### src/rtl/ibi_scheduler_pkg.sv
`default_nettype none
// ============================================================================
//  Module      : ibi_scheduler_pkg
//  Description : Shared types and constants for the IBI scheduler: FSM state
//                encoding, completion status codes, requester/address limits.
//  Revision    : 1.0 - initial release
// ============================================================================
package ibi_scheduler_pkg;

    localparam int MAX_REQ = 8;
    localparam int ADDR_W  = 7;

    typedef enum logic [2:0] {
        IDLE        = 3'd0,
        WAIT_BUS    = 3'd1,
        ISSUE       = 3'd2,
        WAIT_RESULT = 3'd3,
        BACKOFF     = 3'd4,
        REPORT      = 3'd5
    } ibi_state_e;

    typedef enum logic [1:0] {
        STATUS_OK             = 2'b00,
        STATUS_NACK_EXHAUSTED = 2'b01,
        STATUS_DISABLED       = 2'b10,
        STATUS_ADDR_INVALID   = 2'b11
    } ibi_status_e;

endpackage
`default_nettype wire

### src/rtl/ibi_rr_arbiter.sv
`default_nettype none
// ============================================================================
//  Module      : ibi_rr_arbiter
//  Description : Combinational round-robin arbiter. Grants the first set
//                request bit at or after the pointer, wrapping around.
//  Revision    : 1.0 - initial release
// ============================================================================
module ibi_rr_arbiter #(
    parameter int NUM_REQ = 2,
    parameter int IDW     = 1
) (
    input  logic [NUM_REQ-1:0] i_req,
    input  logic [IDW-1:0]     i_ptr,
    output logic [NUM_REQ-1:0] o_gnt,
    output logic [IDW-1:0]     o_gnt_idx
);

    logic w_found;

    // Two passes: first the bits at/after the pointer, then the wrap-around.
    always_comb begin
        o_gnt     = '0;
        o_gnt_idx = '0;
        w_found   = 1'b0;
        for (int j = 0; j < NUM_REQ; j++) begin
            if (!w_found && i_req[j] && (j >= int'(i_ptr))) begin
                w_found   = 1'b1;
                o_gnt[j]  = 1'b1;
                o_gnt_idx = IDW'(j);
            end
        end
        for (int j = 0; j < NUM_REQ; j++) begin
            if (!w_found && i_req[j]) begin
                w_found   = 1'b1;
                o_gnt[j]  = 1'b1;
                o_gnt_idx = IDW'(j);
            end
        end
    end

endmodule
`default_nettype wire

### src/rtl/ibi_scheduler.sv
`default_nettype none
// ============================================================================
//  Module      : ibi_scheduler
//  Description : Arbitrates IBI requests from several target personalities,
//                sequences one IBI at a time onto the bus FSM, retries NACKs
//                up to the configured count and reports completion status.
//                Optional macro I3C_IBI_BACKOFF_EN inserts an idle backoff
//                period of BACKOFF_CYCLES after each retryable NACK.
//  Revision    : 1.0 - initial release
// ============================================================================
module ibi_scheduler
    import ibi_scheduler_pkg::*;
#(
    parameter int NUM_REQ        = 2,
    parameter int IDW            = (NUM_REQ > 1) ? $clog2(NUM_REQ) : 1,
    parameter int BACKOFF_CYCLES = 16
) (
    input  logic                      clk_i,
    input  logic                      rst_i,
    input  logic                      ibi_enable_i,
    input  logic [2:0]                ibi_retry_num_i,
    input  logic                      bus_available_i,
    input  logic [NUM_REQ-1:0]        req_i,
    input  logic [NUM_REQ*ADDR_W-1:0] addr_i,
    input  logic [NUM_REQ-1:0]        addr_valid_i,
    input  logic [NUM_REQ*8-1:0]      mdb_i,
    output logic                      ibi_start_o,
    output logic [ADDR_W-1:0]         ibi_addr_o,
    output logic [7:0]                ibi_mdb_o,
    input  logic                      ibi_done_i,
    input  logic                      ibi_acked_i,
    input  logic                      ibi_lost_arb_i,
    output logic                      done_o,
    output logic [IDW-1:0]            done_id_o,
    output logic [1:0]                done_status_o,
    output logic                      busy_o,
    output logic [2:0]                retry_cnt_o
);

    if (NUM_REQ < 1 || NUM_REQ > MAX_REQ) begin : g_bad_num_req
        $error("ibi_scheduler: NUM_REQ out of range");
    end
    if (BACKOFF_CYCLES < 1 || BACKOFF_CYCLES > 65535) begin : g_bad_backoff
        $error("ibi_scheduler: BACKOFF_CYCLES out of range");
    end

    ibi_state_e         r_state,  w_state_nxt;
    ibi_status_e        r_status, w_status_nxt;
    logic               r_pend,   w_pend_nxt;
    logic               w_grab;
    logic [IDW-1:0]     r_id;
    logic [IDW-1:0]     r_ptr,    w_ptr_nxt;
    logic [IDW-1:0]     w_gnt_idx;
    logic [NUM_REQ-1:0] w_gnt;
    logic [ADDR_W-1:0]  r_addr;
    logic [7:0]         r_mdb;
    logic               r_valid;
    logic [2:0]         r_retry_num;
    logic [2:0]         r_retry_cnt, w_retry_nxt;

`ifdef I3C_IBI_BACKOFF_EN
    localparam logic [15:0] c_bo_last = 16'(BACKOFF_CYCLES - 1);
    logic [15:0] r_bo_cnt;

    // Backoff counter restarts every time BACKOFF is entered.
    always_ff @(posedge clk_i) begin
        if (rst_i || (r_state != BACKOFF)) r_bo_cnt <= '0;
        else                               r_bo_cnt <= r_bo_cnt + 16'd1;
    end
`endif

    ibi_rr_arbiter #(
        .NUM_REQ (NUM_REQ),
        .IDW     (IDW)
    ) u_arb (
        .i_req     (req_i),
        .i_ptr     (r_ptr),
        .o_gnt     (w_gnt),
        .o_gnt_idx (w_gnt_idx)
    );

    // State register.
    always_ff @(posedge clk_i) begin
        if (rst_i) r_state <= IDLE;
        else       r_state <= w_state_nxt;
    end

    // Request context (held for the whole request), retry counter, RR pointer.
    always_ff @(posedge clk_i) begin
        if (rst_i) begin
            r_pend      <= 1'b0;
            r_status    <= STATUS_OK;
            r_retry_cnt <= '0;
            r_ptr       <= '0;
            r_id        <= '0;
            r_addr      <= '0;
            r_mdb       <= '0;
            r_valid     <= 1'b0;
            r_retry_num <= '0;
        end else begin
            r_pend      <= w_pend_nxt;
            r_status    <= w_status_nxt;
            r_retry_cnt <= w_retry_nxt;
            r_ptr       <= w_ptr_nxt;
            if (w_grab) begin
                r_id        <= w_gnt_idx;
                r_addr      <= addr_i[w_gnt_idx*ADDR_W +: ADDR_W];
                r_mdb       <= mdb_i[w_gnt_idx*8 +: 8];
                r_valid     <= addr_valid_i[w_gnt_idx];
                r_retry_num <= ibi_retry_num_i;
            end
        end
    end

    // Next-state, status, retry and pointer decisions plus Moore outputs.
    always_comb begin
        w_state_nxt   = r_state;
        w_status_nxt  = r_status;
        w_retry_nxt   = r_retry_cnt;
        w_ptr_nxt     = r_ptr;
        w_pend_nxt    = r_pend;
        w_grab        = 1'b0;
        ibi_start_o   = (r_state == ISSUE);
        ibi_addr_o    = r_addr;
        ibi_mdb_o     = r_mdb;
        done_o        = (r_state == REPORT);
        done_id_o     = (r_state == REPORT) ? r_id : '0;
        done_status_o = (r_state == REPORT) ? r_status : 2'b00;
        busy_o        = (r_state != IDLE);
        retry_cnt_o   = r_retry_cnt;

        case (r_state)
            IDLE: begin
                // Grant is captured first; the following cycle qualifies it.
                if (r_pend) begin
                    w_pend_nxt = 1'b0;
                    if (!r_valid) begin
                        w_state_nxt  = REPORT;
                        w_status_nxt = STATUS_ADDR_INVALID;
                    end else begin
                        w_state_nxt = WAIT_BUS;
                    end
                end else if (ibi_enable_i && (|w_gnt)) begin
                    w_grab     = 1'b1;
                    w_pend_nxt = 1'b1;
                end
            end
            WAIT_BUS: begin
                if (!ibi_enable_i) begin
                    w_state_nxt  = REPORT;
                    w_status_nxt = STATUS_DISABLED;
                end else if (bus_available_i) begin
                    w_state_nxt = ISSUE;
                end
            end
            ISSUE: begin
                w_state_nxt = WAIT_RESULT;
            end
            WAIT_RESULT: begin
                // The attempt in flight always finishes; enable is only
                // consulted once a NACK decides whether to retry.
                if (ibi_done_i) begin
                    if (ibi_acked_i) begin
                        w_state_nxt  = REPORT;
                        w_status_nxt = STATUS_OK;
                    end else if (ibi_lost_arb_i) begin
                        w_state_nxt = WAIT_BUS;
                    end else if (!ibi_enable_i) begin
                        w_state_nxt  = REPORT;
                        w_status_nxt = STATUS_DISABLED;
                    end else if (r_retry_cnt == r_retry_num) begin
                        w_state_nxt  = REPORT;
                        w_status_nxt = STATUS_NACK_EXHAUSTED;
                    end else begin
                        w_retry_nxt = (r_retry_cnt == 3'd7) ? 3'd7 : r_retry_cnt + 3'd1;
`ifdef I3C_IBI_BACKOFF_EN
                        w_state_nxt = BACKOFF;
`else
                        w_state_nxt = WAIT_BUS;
`endif
                    end
                end
            end
            BACKOFF: begin
`ifdef I3C_IBI_BACKOFF_EN
                if (!ibi_enable_i) begin
                    w_state_nxt  = REPORT;
                    w_status_nxt = STATUS_DISABLED;
                end else if (r_bo_cnt == c_bo_last) begin
                    w_state_nxt = WAIT_BUS;
                end
`else
                w_state_nxt = IDLE;
`endif
            end
            REPORT: begin
                w_ptr_nxt   = IDW'((int'(r_id) + 1) % NUM_REQ);
                w_retry_nxt = '0;
                w_state_nxt = IDLE;
            end
            default: begin
                w_state_nxt = IDLE;
            end
        endcase
    end

endmodule
`default_nettype wire

### config.mk
export PLATFORM = sky130hd
export DESIGN_NAME = ibi_scheduler
export DESIGN_NICKNAME = d
export VERILOG_FILES = /design/src/rtl/ibi_scheduler_pkg.sv /design/src/rtl/ibi_rr_arbiter.sv /design/src/rtl/ibi_scheduler.sv
export SDC_FILE = /design/constraint.sdc
export NUM_CORES = 1
export LEC_CHECK = 0
export CORE_MARGIN = 4
export CORE_UTILIZATION = 44
export DETAILED_ROUTE_END_ITERATION = 8
export GPL_ROUTABILITY_DRIVEN = 0
export PLACE_DENSITY = 0.84
export RECOVER_POWER = 25
export SYNTH_ARGS = -nofsm -noshare
export SYNTH_HDL_FRONTEND = slang
export SYNTH_SLANG_ARGS = --single-unit
### constraint.sdc
create_clock -name clk_i -period 4.4 [get_ports clk_i]
set_clock_uncertainty 0.05 [all_clocks]
set_input_delay 0.66 -clock clk_i [delete_from_list [all_inputs] [get_ports clk_i]]
set_output_delay 0.66 -clock clk_i [all_outputs]
set_load 0.005 [all_outputs]
==> out/results.txt <==
Dpl hpwl = 3.056 mm
Startpoint Class = flip-flop
Root Buffer = clkbuf_4
Routed len/inst = 15.46 um
Fin crit period = 2721 ps
CP Capture Point = done_id_o
Synth Register Bits = 30
Post-CTS Hold Buffers = 0
Req. time, crit path = 3690 ps
Total CTS buffers = 5
Worst r2r dst = ibi_mdb_o[2]
Worst R2R Start = r_state[0]
# rows = 20
Post-Synth Simple-Gate Area = 20.64%
Worst setup path start = r_state[0]
Vias = 1431
Chip width = 66.10 um
RSZ-0062 raised after global routing = no
Met3 WL = 283 um
M1 wire length = 1.606 mm
First-pass GRT wire length = 6.741 mm
Post-Synthesis Cell Area = 0.001485 mm2
Post-synth top area cell = dfxtp_1
Crit path DAT = 2010 ps
CP Max Fanout = 11
Fin nets = 266
Mux cell area share after synthesis = 10.78%
Die ar. = 0.004369 mm2
EDFF count, synth = 0
Adder-cell share of the synthesized area = 0.8425%
Fin. Hold Viols = 0
Die Span Y = 66.10 um
Slew headroom = 10.26%
Initial core utilization = 47.10%
Initial antenna violation count = 0
R2R cell count = 5
Final setup TNS = 0 ps
# Max-Cap Violations = 0
Post-CTS sizing = 0
CP endpoint kind = output pin
CTS tree = built
Core Box Area = 0.003153 mm2
XOR/XNOR Fraction of Synth Area = 1.769%
Antenna viol nets, final = 0
Clock slew at reported path FFs = 100 ps
Area delta synth->final = 49.20%
Seq/Total Area, Yosys = 40.44%
Max layer used = met4
N_diodes = 0
Util after Layout = 70.28%
Aggregate global routing overflow = 0
Max-slew violations = 0
IO buf count = 67
Yosys cell types = 35
Synth top area share = 40.44%
Postcts setup bufs = 0
Skew-Pair Late Insertion Delay = 330 ps
Clk buf depth = 2
Final instance area = 0.002216 mm2
Yosys warns = 0
WS Path Type = reg2out
Status = completed
All-Layer GR Usage = 20.32%
Highest Clock Rate = 0.3675 GHz
Synth area leaders = dfxtp_1 40%, mux2i_1 11%, a211oi_2 9.3%
Compound-Gate Fraction of Synth Area = 20.30%
Syn_nets = 202
Vias in the first global route = 1459
Largest net degree at the start of global routing = 36
P per Cell Area = 322.0 mW/mm2
Cells after Synth = 157
DRT iter0 DRCs = 53
Leakage = 0.8905 nW
Top-level I/O count = 68
CTS H-tree depth = 2
Peak VDD IR = 236.5 uV
Clock sinks = 30
Syn_area_per_cell = 9.460 um2
Most frequent cells in the layout = 54 x clkdlybuf4s50_1, 30 x dfxtp_1, 23 x nor2_1
DRC viols = 0
Most common cell after layout, fill and taps aside = clkdlybuf4s50_1
Final setup fails = 0
Hold Crit Class = reg2reg
Final critical-path share of the clock period = 61.85%
Vias per cell = 5.380
Worst Max-Slew Pin Slew = 1342 ps
Final WL = 4.112 mm
Multi-input gate area = 807.0 um2
Largest family of logic cells by synthesized area = simple AND/OR/NAND/NOR gates
HP Start = r_status[0]
Filler cell count = 278
Flop-to-flop setup slack = 2350 ps
Share of synthesized registers carrying an async set or reset = 0%
Hold slack = 405.9 ps
First drt pass iteration count = 4
Total design power = 0.7136 mW
Synth Flop Type = dfxtp_1
Seq. cell area = 600.6 um2
Placed cell area = 0.002156 mm2
WL met2 = 2.144 mm
Layout cells sized above 1 = 9.459%
[cell usage after synthesis, types with 2 or more instances]
| cell | count |
|---|---|
| or4_1 | 2 |
| nor2b_1 | 2 |
| nor4_1 | 3 |
| a21oi_1 | 9 |
| nor3b_1 | 2 |
| mux2i_1 | 16 |
| and4b_1 | 2 |
| buf_6 | 2 |
| nand2_1 | 10 |
| nor2_1 | 23 |
| a31oi_1 | 2 |
| xnor2_1 | 3 |
| nor3_1 | 4 |
| inv_1 | 4 |
| a211oi_2 | 11 |
| dfxtp_1 | 30 |
| and2_1 | 3 |
| buf_2 | 2 |
| a211oi_1 | 6 |
| clkbuf_1 | 6 |
[worst min path at each step]
stage | endpoint | slack [ps] | depth (start not counted)
final | r_status[0] | 410 | 2
after detailed placement | r_status[0] | 390 | 2
after global routing | r_status[0] | 460 | 2
after CTS | r_status[0] | 410 | 2
after global placement | r_id | 390 | 2
after floorplan | r_status[0] | 380 | 2
[stage by stage]
step	cells	setup WS, ps
6_report	266	1679
2_1_floorplan	157	2365
5_1_grt	266	1530
3_5_place_dp	258	1684
3_3_place_gp	258	1765
4_1_cts	266	1684
[worst max-delay path, stage by stage, from the launching register on]
cell and delay [ps]:
dfxtp_1 510, and3b_1 440, and2_1 210, clkdlybuf4s50_1 520
[area by class of cell]
class	count	share of cell area (%)
clock buffer	7	2.484
clock inverter	1	0.2259
inverter	4	0.6776
multi-input combinational	112	36.42
sequential	30	27.10
tap	44	2.484
timing repair buffer	68	30.60
[sequential cells by signal, summed over array words and instances (netlist names)]
register     cells
ibi_mdb_o        8
r_retry_num      3
r_id             1
r_status         2
r_ptr            1
ibi_addr_o       7
r_pend           1
retry_cnt_o      3
r_valid          1
r_state          3
[report_power, final]
group	internal [mW]	switching [mW]	leakage, nW
clock	0.0773	0.0978	0.0353
combinational	0.116	0.0935	0.609
sequential	0.305	0.0236	0.246
[per-layer routing]
layer / vias up / track usage [%]
li1: 696 / -
met5: - / 0
met2: 60 / 35.94
met4: 0 / 8.629
met1: 666 / 22.21
met3: 9 / 6.122
[cells by family after synthesis]
group / after synthesis
mux: 16
xor+xnor: 3
fa+ha+maj: 1
compound gates: 35
flops: 30
buf+inv: 15
simple gates: 57
No activity file was read; power rests on OpenSTA's default activity.
